==> src/rtl/load_store_unit.sv <==
// Load/store unit: byte/half/word access to a word-wide data memory.
// Optional LSU_MISALIGN_TRAP_EN: trap misaligned requests instead of aligning.
module load_store_unit #(
  parameter int WIDTH = 32
) (
  input  logic             clk,
  input  logic             rst_n,
  input  logic             req_i,
  input  logic             we_i,
  input  logic [1:0]       size_i,
  input  logic             unsigned_i,
  input  logic [WIDTH-1:0] addr_i,
  input  logic [WIDTH-1:0] data_i,
  output logic             busy_o,
  output logic             done_o,
  output logic [WIDTH-1:0] data_o,
  output logic             err_o,
  output logic             mem_cs_o,
  output logic             mem_we_o,
  output logic [WIDTH-1:0] mem_addr_o,
  output logic [WIDTH-1:0] mem_data_o,
  input  logic [WIDTH-1:0] mem_data_i
);

  typedef enum logic [1:0] {
    IDLE, RD, CAP, WR
  } state_t;

  state_t      state_q, state_d;
  logic        we_q, uns_q;
  logic [1:0]  size_q, off_q;
  logic [15:0] wdat_q;

  logic        accept, trap;
  logic [1:0]  size_n, off_n;
  logic [7:0]  lane_b;
  logic [15:0] lane_h;
  logic [WIDTH-1:0] ld_val, merged;

  assign accept = (state_q == IDLE) && req_i;

  // Illegal size 11 behaves as a word access.
  assign size_n = (size_i == 2'b11) ? 2'b10 : size_i;

`ifdef LSU_MISALIGN_TRAP_EN
  logic misal;
  assign misal = (size_i == 2'b11)
               | ((size_i == 2'b01) & addr_i[0])
               | ((size_i == 2'b10) & |addr_i[1:0]);
  assign trap  = misal;
  assign off_n = addr_i[1:0];
`else
  assign trap = 1'b0;
  // Misaligned offsets are rounded down to the access size.
  always_comb begin
    off_n = 2'b00;
    unique case (size_n)
      2'b00:   off_n = addr_i[1:0];
      2'b01:   off_n = {addr_i[1], 1'b0};
      default: off_n = 2'b00;
    endcase
  end
`endif

  assign lane_b = mem_data_i[{off_q, 3'b000} +: 8];
  assign lane_h = mem_data_i[{off_q[1], 4'h0} +: 16];

  // Load lane extraction with sign or zero extension.
  always_comb begin
    ld_val = mem_data_i;
    unique case (size_q)
      2'b00: ld_val = {{(WIDTH-8){~uns_q & lane_b[7]}}, lane_b};
      2'b01: ld_val = {{(WIDTH-16){~uns_q & lane_h[15]}}, lane_h};
      default: ld_val = mem_data_i;
    endcase
  end

  // Sub-word store merge into the word just read.
  always_comb begin
    merged = mem_data_i;
    unique case (size_q)
      2'b00: merged[{off_q, 3'b000} +: 8] = wdat_q[7:0];
      2'b01: merged[{off_q[1], 4'h0} +: 16] = wdat_q;
      default: merged = mem_data_i;
    endcase
  end

  // Next-state logic.
  always_comb begin
    state_d = state_q;
    unique case (state_q)
      IDLE: begin
        if (req_i && !trap) begin
          if (we_i && size_n == 2'b10) state_d = WR;
          else                         state_d = RD;
        end
      end
      RD:  state_d = CAP;
      CAP: state_d = we_q ? WR : IDLE;
      WR:  state_d = IDLE;
      default: state_d = IDLE;
    endcase
  end

  assign busy_o   = (state_q != IDLE);
  assign mem_cs_o = (state_q != IDLE);
  assign mem_we_o = (state_q == WR);

  // State register.
  always_ff @(posedge clk or negedge rst_n) begin
    if (!rst_n) state_q <= IDLE;
    else        state_q <= state_d;
  end

  // Request capture, load result, write data and completion pulse.
  always_ff @(posedge clk or negedge rst_n) begin
    if (!rst_n) begin
      we_q       <= 1'b0;
      uns_q      <= 1'b0;
      size_q     <= 2'b00;
      off_q      <= 2'b00;
      wdat_q     <= '0;
      done_o     <= 1'b0;
      data_o     <= '0;
      mem_addr_o <= '0;
      mem_data_o <= '0;
    end else begin
      done_o <= 1'b0;
      if (accept) begin
        we_q       <= we_i;
        uns_q      <= unsigned_i;
        size_q     <= size_n;
        off_q      <= off_n;
        wdat_q     <= data_i[15:0];
        mem_addr_o <= {addr_i[WIDTH-1:2], 2'b00};
        if (trap) done_o <= 1'b1;
        else if (we_i && size_n == 2'b10) mem_data_o <= data_i;
      end
      if (state_q == CAP) begin
        if (we_q) mem_data_o <= merged;
        else begin
          data_o <= ld_val;
          done_o <= 1'b1;
        end
      end
      if (state_q == WR) done_o <= 1'b1;
    end
  end

`ifdef LSU_MISALIGN_TRAP_EN
  // Misalignment pulse alongside the trap completion.
  always_ff @(posedge clk or negedge rst_n) begin
    if (!rst_n) err_o <= 1'b0;
    else        err_o <= accept & trap;
  end
`else
  assign err_o = 1'b0;
`endif

endmodule
==> config.mk <==
export PLATFORM = sky130hd
export DESIGN_NAME = load_store_unit
export DESIGN_NICKNAME = d
export VERILOG_FILES = /design/src/rtl/load_store_unit.sv
export SDC_FILE = /design/constraint.sdc
export NUM_CORES = 1
export LEC_CHECK = 0
export ABC_CLOCK_PERIOD_IN_PS = 5200
export BUFFER_PORTS_ARGS = -buffer_cell sky130_fd_sc_hd__clkbuf_2
export CELL_PAD_IN_SITES_DETAIL_PLACEMENT = 1
export CELL_PAD_IN_SITES_GLOBAL_PLACEMENT = 1
export CORE_MARGIN = 5
export CORE_UTILIZATION = 40
export CTS_BUF_LIST = sky130_fd_sc_hd__clkbuf_8
export CTS_CLUSTER_SIZE = 16
export DETAILED_ROUTE_END_ITERATION = 10
export GPL_ROUTABILITY_DRIVEN = 0
export PLACE_DENSITY = 0.83
export SYNTH_ARGS = -nofsm -noshare
export SYNTH_HDL_FRONTEND = slang
export SYNTH_SLANG_ARGS = --single-unit
==> constraint.sdc <==
create_clock -name clk -period 5.2 [get_ports clk]
set_input_delay 0.26 -clock clk [delete_from_list [all_inputs] [get_ports clk]]
set_output_delay 0.26 -clock clk [all_outputs]
set_load 0.02 [all_outputs]
==> Yosys cells after proc, flatten, opt, wreduce, memory -nomap -nowiden <==
Cells that the tools add are included.
{ "totals": {"regBits": 119, "in_bits": 103, "output_inout_bits": 101, "elab_cells": 54} }
{ "classes": {"eq_ne": 8, "n_addsub": 2, "n_reduce_logical": 7, "shifts": 6, "n_bitwise": 4, "n_mux": 17} }
{ "ops": {"columns": ["op", "count"], "rows": [
  ["32-bit two-way mux", 4],
  ["32-bit case mux with 2 select lines", 2],
  ["32-bit bitwise mux", 2],
  ["16-bit by 7-bit variable shift with 32-bit output (first input constant)", 1],
  ["8-bit by 7-bit variable shift with 32-bit output (first input constant)", 1],
  ["16-bit by 7-bit indexed part select with 32-bit output", 1],
  ["32-bit by 6-bit indexed part select with 16-bit output", 1],
  ["32-bit by 6-bit indexed part select with 8-bit output", 1],
  ["8-bit by 7-bit indexed part select with 32-bit output", 1],
  ["5-bit negation with 7-bit output", 2],
  ["2-bit == test (second input constant)", 4],
  ["2-bit two-way mux", 4],
  ["2-bit case mux with 4 select lines", 1],
  ["2-bit by 1-bit == test with 1-bit output (second input constant)", 3],
  ["2-bit logical NOT", 3],
  ["2-bit case mux with 2 select lines", 1],
  ["1-bit two-way mux", 3],
  ["1-bit bitwise AND", 2],
  ["1-bit logical AND", 2],
  ["2-bit != test (second input constant)", 1],
  ["1-bit NOT", 2],
  ["2-bit AND reduction", 1],
  ["2-bit nonzero test", 1]
]} }

==> Depth between registers and ports, before layout <==
Gate-level depths: netlist (run 1).
{ "depth": {"ltp_word": 8, "mapped_depth": 8, "ltp_nobuf": 6} }

==> Worst setup path after synthesis (run 1) <==
OpenSTA, ideal clock, no wires.
{ "synth_path": {"kind": "reg-to-reg", "from": "register off_q[1]", "to": "register mem_data_o[16]", "setup_ns": 0.140, "required_time_ns": 5.060, "t_arrival_ns": 1.883, "slack_ns": 3.176, "path_buffers": 2, "stages_incl_launch_ff": 9, "synth_period_minus_slack_ns": 2.024, "cell_sequence": "dfrtp_1 buf_2 buf_2 inv_1 ha_1 nor2_1 a41o_1 a221oi_1 a31oi_1"} }
{ "synth_between": {"elab_chain_cells": 6, "word_cells_on_any_way": 11, "cone_classes": "add/sub (2); shift (4); mux (5)"} }
{ "synth_rtl": {"columns": ["item", "line", "source"], "rows": [
  ["start, declared", "31", "logic [1:0] size_q, off_q;"],
  ["start signal, assigned", "133", "off_q <= off_n;"],
  ["5-bit negation with 7-bit output, on equally long branches", "83, 82", null],
  ["16-bit by 7-bit indexed part select with 32-bit output (tied with other cells)", "83", "2'b01: merged[{off_q[1], 4'h0} +: 16] = wdat_q;"],
  ["32-bit bitwise mux, on equally long branches", "83, 82", null],
  ["32-bit case mux with 2 select lines (*)", "81", "unique case (size_q)"],
  ["32-bit two-way mux (*)", "140", "if (we_q) mem_data_o <= merged;"],
  ["32-bit two-way mux (*)", "139", "if (state_q == CAP) begin"],
  ["end signal, assigned", "137", "else if (we_i && size_n == 2'b10) mem_data_o <= data_i;"],
  ["end signal, assigned", "140", null],
  ["end, declared", "21", "output logic [WIDTH-1:0] mem_data_o,"]
]} }
Every way passes the cells marked *; elsewhere a longest branch is shown, timed or not.
A chain may end at the register's enable or synchronous reset.

==> Worst setup path in the final report (run 1) <==
{ "layout_path": {"from": "register off_q[1]", "to": "register mem_data_o[27]"} }
The elaborated chain is that of the path after synthesis.

==> impl_metrics.toml, run 1 <==
[floorplanning]
die_w_microns = 129.8
coreArea_sq_um = 13990
dieArea_sq_um = 16860
die-height_microns = 129.8
initial_core_util = 0.4106
std_cell_rows = 43
boundaryPins = 204

[cts]
hold_buffers = 19
clkSlewWorstSetupHoldPaths_ps = 70
postCtsSetupBuffers = 0
htree_levels = 4
cts.root.buffer_cell = "clkbuf_8"
clk_latency_ps = 440
numClockSinks = 119
cts_buffers = 17
ctsResizeCount = 0
cts.path.max_buffers = 2
cts_tree = "built"

[routing]
vias_per_cell = 5.627
dr_total_vias = 5908
drcViolationCount = 0
first_pass_iters = 5
wl_per_cell_microns = 20.57
ant_nets = 0
drtIter0Drc = 568
drt-total-wl_microns = 21600

[logic_synthesis]
synth_edf_count = 0
yosys-top-cells-count = "257 x nand2_1, 119 x dfrtp_1, 35 x a21oi_1, 34 x nor2_1, 32 x a221oi_1"
yosys-top-cells-area = "dfrtp_1 52%, nand2_1 17%, a221oi_1 4.9%"
yosysSeqAreaShare = 0.5184
ys.flop_type = "dfrtp_1"
synthCells = 659
yosys_warnings = 0
synth_area_sq_um = 5744
synth_seq_cells = 119
avgSynthCellArea_sq_um = 8.717
synth_top_area_cell = "dfrtp_1"
synth_most_common_cell = "nand2_1"
async_flop_share = 1.000
yosys.cell_types.count = 38
netlist.area_leader.share = 0.5184

[timing]
hold_viol_final = 0
setup-violations-final = 0
finalMaxSlewViolations = 0
finClkSkew_ps = 16.60
period_needed_ps = 2818
slew_headroom = 0.2280
tightest_slew_ps = 1158
rsz0062_at_grt = "false"
max_freq_mhz = 354.8
min_period_over_period = 0.5420
hold_ws_ps = 33.54
tns_ps = 0

[pwr]
switchingPower_uw = 2353
p_leak_uw = 0.003750
p_int_uw = 2731
swShare = 0.4629
cellPowerDensity_nw_per_um2 = 683.2
p_seq_frac = 0.354
pwr-share-comb = 0.460
power.clock.fraction = 0.186
vdd_ir_drop_max_mv = 0.3395

[layout]
drive_above_1_share = 0.2793
fin_area_sq_um = 7441
diodes = 0
n_fill_cell = 1735
areaGrowthSynthToFinish_pct = 29.54
final_core_util = 0.5319
nNetsFinal = 965

[setup_path]
rr_worst_depth = 6
cp-start-kind = "flip-flop"
critPathMaxStageDelay_ps = 970
critPathTopFamily = "flip-flops"
worst-path-max-fanout = 30
required_ps = 5550
cp_cell_sequence = "inv_1 > ha_1 > nand2b_1 > nor4_4 > nand2_1 > a32oi_1"
slowest_stage = "dfrtp_1"
worst-path-stages = 6
crit_arrival_ps = 3170
path_buf_inv = 1
cp-end-kind = "flip-flop"
worstSetupPathType = "flip-flop to flip-flop"

[global_route]
grt-ovfl-total = 0
grt_pass1_wl_microns = 33510
grt_max_degree = 67
grt_pass1_vias = 6172
grtUsageTotal = 0.2570
antenna_found_initial = 0

[place]
io_buffers = 200
placed_area_sq_um = 6809
hpwl_microns = 15450

[hold_path]
worstHoldPathType = "primary input to flip-flop"
whs_path_depth = 3

[status]
status = "finished, final reports clean"

[flow_run]
cap_violations = 0
-- final cells by class --
cell class                 instances  area (sq um)  share of cell area
tap                              180         225.2             0.03027
inverter                           3         11.26            0.001513
clock buffer                      21         289.0             0.03884
sequential                       119          2978              0.4002
clock inverter                    11         152.6             0.02051
multi-input combinational        491          2546              0.3422
timing repair buffer             225          1239              0.1665
-- kinds of logic (layout without fill, tap and decap cells) --
logic type | Yosys count | after routing | share of synthesized area
adders and majority gates | 5 | 5 | 0.01089
other | 1 | 3 | 0.0006528
and+or+nand+nor | 330 | 330 | 0.2424
DFF | 119 | 119 | 0.5184
muxes | 2 | 2 | 0.003485
buffers and inverters | 51 | 260 | 0.03986
AOI/OAI and AO/OA | 151 | 151 | 0.1843
-- per-stage QoR --
step           std cells  setup slack [ps]  power (uW)
6_report            1050              2382        5084
5_1_grt             1050              2237        5414
4_1_cts             1050              2463        5112
3_5_place_dp         999              2454        4136
3_3_place_gp         999              2667        4001
2_1_floorplan        661              3176        3256
-- worst reg2reg max path, stage by stage, from the launching register on --
cell,delay [ps]
dfrtp_1,970
inv_1,330
ha_1,430
nand2b_1,190
nor4_4,490
nand2_1,150
a32oi_1,170
-- cell usage in the layout (no fill, tap or decap), types with 2 or more instances in the layout --
master / count
nand2_1: 257
clkbuf_2: 199
dfrtp_1: 119
a21oi_1: 35
nor2_1: 34
a221oi_1: 32
clkbuf_8: 21
dlygate4sd3_1: 19
a31oi_1: 18
a32oi_1: 16
o21ai_0: 15
nand3b_1: 11
a21o_1: 11
nand2b_1: 8
nor2b_1: 8
a22oi_1: 8
a211o_1: 7
buf_4: 7
inv_1: 5
ha_1: 5
clkinv_2: 5
bufinv_16: 4
conb_1: 3
and2_1: 2
nor4_4: 2
mux2i_1: 2
o22ai_1: 2
a22o_1: 2
o21ai_1: 2
-- state kept, by name (all words and copies together) (netlist names) --
register    cells
data_o         32
done_o          1
mem_addr_o     30
mem_data_o     32
off_q           2
size_q          2
state_q         2
uns_q           1
wdat_q         16
we_q            1
-- path summary, 6_finish.rpt --
check | startpoint | to | slack [ps]
min in group asynchronous | rst_n | mem_data_o[10] | 480
hold / removal | data_i[1] | wdat_q[1] | 30
setup reg to reg | off_q[1] | mem_data_o[27] | 2380
max in group asynchronous | rst_n | mem_data_o[3] | 3460
setup / recovery | off_q[1] | mem_data_o[27] | 2380
hold reg to reg | mem_addr_o[12] | mem_addr_o[12] | 480
-- per-layer routing --
| metal | vias up | share of wire | GRT usage | routed length [microns] |
|---|---|---|---|---|
| li1 | 2658 | - | - | - |
| met1 | 2959 | 0.40 | 0.3420 | 8617 |
| met2 | 273 | 0.50 | 0.4234 | 10790 |
| met3 | 18 | 0.092 | 0.06304 | 1983 |
| met4 | 0 | 0.0095 | 0.06663 | 205 |
| met5 | - | 0 | 0 | 0 |
-- power groups by stage --
stage                     sequential (uW)  clock (uW)  combinational (uW)
final                                1800         943                2340
after global placement               1770           0                2230
after CTS                            1800         960                2350
after global routing                 1850        1000                2560
after detailed placement             1810           0                2330
after floorplan                      2110           0                1140
Note: power is estimated with default switching activity, not from simulation.
==> inputs of run 2 (changes only) <==
==> config.mk (replaced) <==
export PLATFORM = sky130hd
export DESIGN_NAME = load_store_unit
export DESIGN_NICKNAME = d
export VERILOG_FILES = /design/src/rtl/load_store_unit.sv
export SDC_FILE = /design/constraint.sdc
export NUM_CORES = 1
export LEC_CHECK = 0
export ABC_CLOCK_PERIOD_IN_PS = 2300
export BUFFER_PORTS_ARGS = -buffer_cell sky130_fd_sc_hd__clkbuf_2
export CELL_PAD_IN_SITES_DETAIL_PLACEMENT = 1
export CELL_PAD_IN_SITES_GLOBAL_PLACEMENT = 1
export CORE_MARGIN = 5
export CORE_UTILIZATION = 34
export CTS_BUF_LIST = sky130_fd_sc_hd__clkbuf_8
export CTS_CLUSTER_SIZE = 16
export DETAILED_ROUTE_END_ITERATION = 10
export GPL_ROUTABILITY_DRIVEN = 0
export PLACE_DENSITY = 0.75
export SYNTH_ARGS = -nofsm -noshare
export SYNTH_HDL_FRONTEND = slang
export SYNTH_SLANG_ARGS = --single-unit
==> constraint.sdc (replaced) <==
create_clock -name clk -period 2.3 [get_ports clk]
set_input_delay 0.115 -clock clk [delete_from_list [all_inputs] [get_ports clk]]
set_output_delay 0.115 -clock clk [all_outputs]
set_load 0.02 [all_outputs]
==> run 2 against run 1 <==
Sequential share of layout area down 4.0 points; via count rose by 5.2%; hold slack got worse by 2.6 ps; critical endpoint is now mem_data_o[4]; fmax rose by 33%; largest cell class unchanged.
==> impl_metrics.toml, run 2 (synthesis gave the netlist of run 1 again) <==
[status]
status = "finished, final reports clean"

[global_route]
grt_pass1_wl_microns = 36270
antenna_found_initial = 3
grt_pass1_vias = 6558
grt-ovfl-total = 0
grt_max_degree = 67
grtUsageTotal = 0.2336

[cts]
cts.path.max_buffers = 2
htree_levels = 4
cts_buffers = 17
postCtsSetupBuffers = 0
cts_tree = "built"
numClockSinks = 119
clk_latency_ps = 460
clkSlewWorstSetupHoldPaths_ps = 70
cts.root.buffer_cell = "clkbuf_8"

[routing]
met2_wirelength_microns = 11460
wl_met3_microns = 1768
first_pass_iters = 7
top_layer = "met4"
dr_total_vias = 6214
drtIter0Drc = 393
wl_per_cell_microns = 19.92
drt-total-wl_microns = 23310
drcViolationCount = 0
ant_nets = 0
vias_per_cell = 5.311
wl_met1_microns = 9514

[setup_path]
cp_cell_sequence = "inv_1 > ha_1 > nand3b_1 > o22ai_2 > a221oi_1 > a31oi_1"
worst-path-max-fanout = 8
crit_arrival_ps = 2490
path_buf_inv = 1
critPathMaxStageDelay_ps = 500
cp-end-kind = "flip-flop"
worstSetupPathType = "flip-flop to flip-flop"
cp-start-kind = "flip-flop"
critPathTopFamily = "compound AO/OA/AOI/OAI gates"
required_ps = 2670
slowest_stage = "dfrtp_1"

[layout]
areaGrowthSynthToFinish_pct = 44.06
final_common_cell = "nand2_1"
multi_input_area_sq_um = 2560
nNetsFinal = 1043
drive_above_1_share = 0.2703
seqCellArea_sq_um = 2978
n_fill_cell = 2009
largestRegisters = "data_o: 32 flops, mem_data_o: 32 flops, mem_addr_o: 30 flops"
layout_common_cells = "256 x nand2_1, 199 x clkbuf_2, 119 x dfrtp_1"

[floorplanning]
boundaryPins = 204
die-height_microns = 140.0
std_cell_rows = 47
die_w_microns = 140.0
coreArea_sq_um = 16580
dieArea_sq_um = 19590
initial_core_util = 0.3464

[place]
io_buffers = 200
hpwl_microns = 15590
place_ws_ps = 219.6

[timing]
min_period_over_period = 0.9204
rsz0062_at_grt = "false"
hold_viol_final = 0
tightest_slew_ps = 662.3
slew_headroom = 0.5584
setup-violations-final = 0
finClkSkew_ps = 8.400
finalMaxSlewViolations = 0
max_freq_mhz = 472.4
tns_ps = 0
finalWorstSetupSlack_ps = 183.1
hold_ws_ps = 30.91
period_needed_ps = 2117

[pwr]
p_leak_uw = 0.004080
vdd_ir_drop_max_mv = 0.5017
cellPowerDensity_nw_per_um2 = 1412

[hold_path]
worstHoldPathType = "primary input to flip-flop"

[flow_run]
cap_violations = 0
-- run 2: changes by cell type in the layout (fill, tap and decap cells not counted), sizes merged --
| cell | change |
|---|---|
| clkinvlp | +2 |
| diode | +3 |
| dlygate4sd3 | +66 |
| clkinv | -2 |
| buf | +12 |
| bufinv | -1 |
-- run 2: power breakdown --
group          total, uW  switching [uW]  internal, uW
Combinational       5640            3700          1940
Clock               2050             879          1170
Sequential          4000             848          3150
Total              11700            5420          6260
-- run 2: what timing repair did --
action                                  CTS  global route
hold buffers                             85             0
endpoints found under the setup margin    0             2
gates resized for setup                   0             2
hold endpoints to repair                147             0
-- run 2: layout make-up --
class                           instances  share of cell area
Clock buffer                           21             0.03493
Tap cell                              220             0.03326
Sequential cell                       119              0.3598
Multi-Input combinational cell        491              0.3093
Inverter                                3            0.001361
Clock inverter                         10             0.01542
Timing Repair Buffer                  303              0.2449
Antenna cell                            3           0.0009072
-- run 2: worst min-delay path, stage by stage --
cell      delay [ps]
clkbuf_2         120
o21ai_0           80
o21ai_0          130
-- run 2: per-stage QoR --
| stage | cells | utilization | total power [uW] | cell area (sq um) |
|---|---|---|---|---|
| 3_3_place_gp | 1051 | 0.4215 | 9301 | 6989 |
| 5_1_grt | 1170 | 0.4990 | 12450 | 8275 |
| 3_5_place_dp | 1051 | 0.4215 | 9455 | 6989 |
| 2_1_floorplan | 661 | - | 7360 | 5752 |
| 4_1_cts | 1167 | 0.4979 | 11640 | 8257 |
| 6_report | 1170 | 0.4990 | 11680 | 8275 |
-- run 2: layer usage --
layer / up-vias / track usage
met1: 3087 / 0.2914
met5: - / 0
met2: 260 / 0.3917
met3: 48 / 0.06714
li1: 2819 / -
met4: 0 / 0.07547
-- run 2: path summary, 6_finish.rpt --
kind | endpoint | slack [ps] | cells past startpoint | start
worst min register to register | mem_addr_o[2] | 480 | 2 | mem_addr_o[2]
worst min-delay path | data_o[0] | 30 | 3 | mem_data_i[0]
max in group asynchronous | mem_addr_o[29] | 1350 | 3 | rst_n
worst max register to register | mem_data_o[4] | 180 | 6 | off_q[0]
worst max-delay path | mem_data_o[4] | 180 | 6 | off_q[0]
min in group asynchronous | data_o[26] | 240 | 2 | rst_n
==> inputs of run 3 (changes only) <==
--- a/config.mk
+++ b/config.mk
@@ -5,7 +5,6 @@
 export SDC_FILE = /design/constraint.sdc
 export NUM_CORES = 1
 export LEC_CHECK = 0
-export ABC_CLOCK_PERIOD_IN_PS = 2300
 export BUFFER_PORTS_ARGS = -buffer_cell sky130_fd_sc_hd__clkbuf_2
 export CELL_PAD_IN_SITES_DETAIL_PLACEMENT = 1
 export CELL_PAD_IN_SITES_GLOBAL_PLACEMENT = 1
@@ -16,6 +15,7 @@
 export DETAILED_ROUTE_END_ITERATION = 10
 export GPL_ROUTABILITY_DRIVEN = 0
 export PLACE_DENSITY = 0.75
+export SKIP_LAST_GASP = 1
 export SYNTH_ARGS = -nofsm -noshare
 export SYNTH_HDL_FRONTEND = slang
 export SYNTH_SLANG_ARGS = --single-unit
==> constraint.sdc (replaced) <==
create_clock -name clk -period 2.3 [get_ports clk]
set_input_delay 0.23 -clock clk [delete_from_list [all_inputs] [get_ports clk]]
set_output_delay 0.23 -clock clk [all_outputs]
set_load 0.02 [all_outputs]
==> run 3 against run 2 <==
Global-route usage shrank 0.93 points; cell area shrank 4.1%; power grew 0.95%; register-to-register slack gained 30 ps; critical path type unchanged; combinational power shrank 2%.
==> impl_metrics.toml, run 3 (synthesis gave the netlist of run 1 again) <==
[setup_path]
critPathMaxStageDelay_ps = 620
cp_cell_sequence = "buf_4 > mux2i_1 > o22ai_1 > a21oi_2 > a21oi_1"
worst-path-max-fanout = 22
required_ps = 2580
cp-end-kind = "flip-flop"
crit_arrival_ps = 2370
worstSetupPathType = "flip-flop to flip-flop"
cp-start-kind = "flip-flop"
slowest_stage = "a21oi_2"

[layout]
layout_common_cells = "256 x nand2_1, 199 x clkbuf_2, 119 x dfrtp_1"
nNetsFinal = 1005
areaGrowthSynthToFinish_pct = 38.18
largestRegisters = "data_o: 32 flops, mem_data_o: 32 flops, mem_addr_o: 30 flops"
drive_above_1_share = 0.2813
final_common_cell = "nand2_1"
fin_area_sq_um = 7938
final_core_util = 0.4786
fin_cells = 1131

[cts]
ctsResizeCount = 0
cts_tree = "built"
cts.root.buffer_cell = "clkbuf_8"
cts.path.max_buffers = 2
numClockSinks = 119
htree_levels = 4
clk_latency_ps = 440
clkSlewWorstSetupHoldPaths_ps = 70
cts_buffers = 17

[pwr]
pwr-share-comb = 0.466
p_int_uw = 6467
cellPowerDensity_nw_per_um2 = 1486
vdd_ir_drop_max_mv = 0.5578
p_leak_uw = 0.003955
power.clock.fraction = 0.194
swShare = 0.4516
p_seq_frac = 0.339
switchingPower_uw = 5326

[routing]
wl_per_cell_microns = 19.38
drtIter0Drc = 367
drcViolationCount = 0
vias_per_cell = 5.141
dr_total_vias = 5815
drt-total-wl_microns = 21920
ant_nets = 0
first_pass_iters = 5

[floorplanning]
die_w_microns = 140.0
boundaryPins = 204
die-height_microns = 140.0
initial_core_util = 0.3464
std_cell_rows = 47
coreArea_sq_um = 16580
dieArea_sq_um = 19590

[place]
placed_cells = 1051
placed_area_sq_um = 6989
place_ws_ps = 233.5
io_buffers = 200
hpwl_microns = 15730

[global_route]
grt_max_degree = 67
grt-ovfl-total = 0
grtUsageTotal = 0.2243
antenna_found_initial = 0
grt_pass1_wl_microns = 35000
grt_pass1_vias = 6212

[timing]
rsz0062_at_grt = "false"
max_freq_mhz = 478.2
period_needed_ps = 2091
tns_ps = 0
finalWorstSetupSlack_ps = 208.8
tightest_slew_ps = 773.9
slew_headroom = 0.4841
finalMaxSlewViolations = 0
hold_viol_final = 0
min_period_over_period = 0.9092
finClkSkew_ps = 10.04
setup-violations-final = 0

[hold_path]
worstHoldPathType = "primary input to flip-flop"

[status]
status = "finished, final reports clean"

[flow_run]
cap_violations = 0
==> run 3: worst paths after layout <==
check / start / endpoint / slack, ps / depth (start not counted)
worst max-delay path: off_q[1] / data_o[25] / 210 / 5
worst min-delay path: data_i[22] / mem_data_o[22] / 30 / 3
worst max register to register: off_q[1] / data_o[25] / 210 / 5
worst min register to register: mem_addr_o[2] / mem_addr_o[2] / 470 / 2
max in group asynchronous: rst_n / mem_addr_o[17] / 1240 / 3
min in group asynchronous: rst_n / data_o[27] / 370 / 2
==> run 3: final cells by class <==
type / count / area, sq um
diodes: 1 / 2.502
flip-flops and latches: 119 / 2978
clock buffers: 22 / 302.8
inverters: 3 / 11.26
well taps: 220 / 275.3
repair buffers: 265 / 1647
fillers: 2014 / 8646
multi-input cells: 491 / 2549
clock inverters: 10 / 172.7
==> run 3: per-layer routing <==
layer / part of all wire / track usage / vias to the layer above
li1: - / - / 2735
met1: 0.42 / 0.2907 / 2822
met2: 0.48 / 0.3687 / 231
met3: 0.080 / 0.06578 / 27
met4: 0.016 / 0.05915 / 0
met5: 0 / 0 / -
==> run 3: worst max-delay path, delay by kind of cell (launching register included) <==
kind / cells / cell delay, ps
AO/OA/AOI/OAI: 3 / 910
flip-flops: 1 / 420
multiplexers: 1 / 320
buffers and inverters: 1 / 270
==> run 3: power by group through the flow <==
stage               Combinational (uW)  Clock, uW  Sequential [uW]
floorplan                         2580          0             4780
global placement                  5330          0             3970
detailed placement                5460          0             4010
CTS                               5530       2340             3990
global route                      6030       2440             4140
finish                            5500       2290             4000
==> run 3: timing repair <==
action | 4_1_cts | 5_1_grt
hold endpoints to repair | 90 | 0
buffers inserted | 0 | 0
hold buffers | 47 | 0
==> run 3: through the flow <==
stage               hold WS (ps)  total power [uW]
finish                     28.92             11790
detailed placement         303.1              9470
global placement           298.7              9301
global route               12.56             12600
floorplan                 -65.59              7360
CTS                        3.420             11870
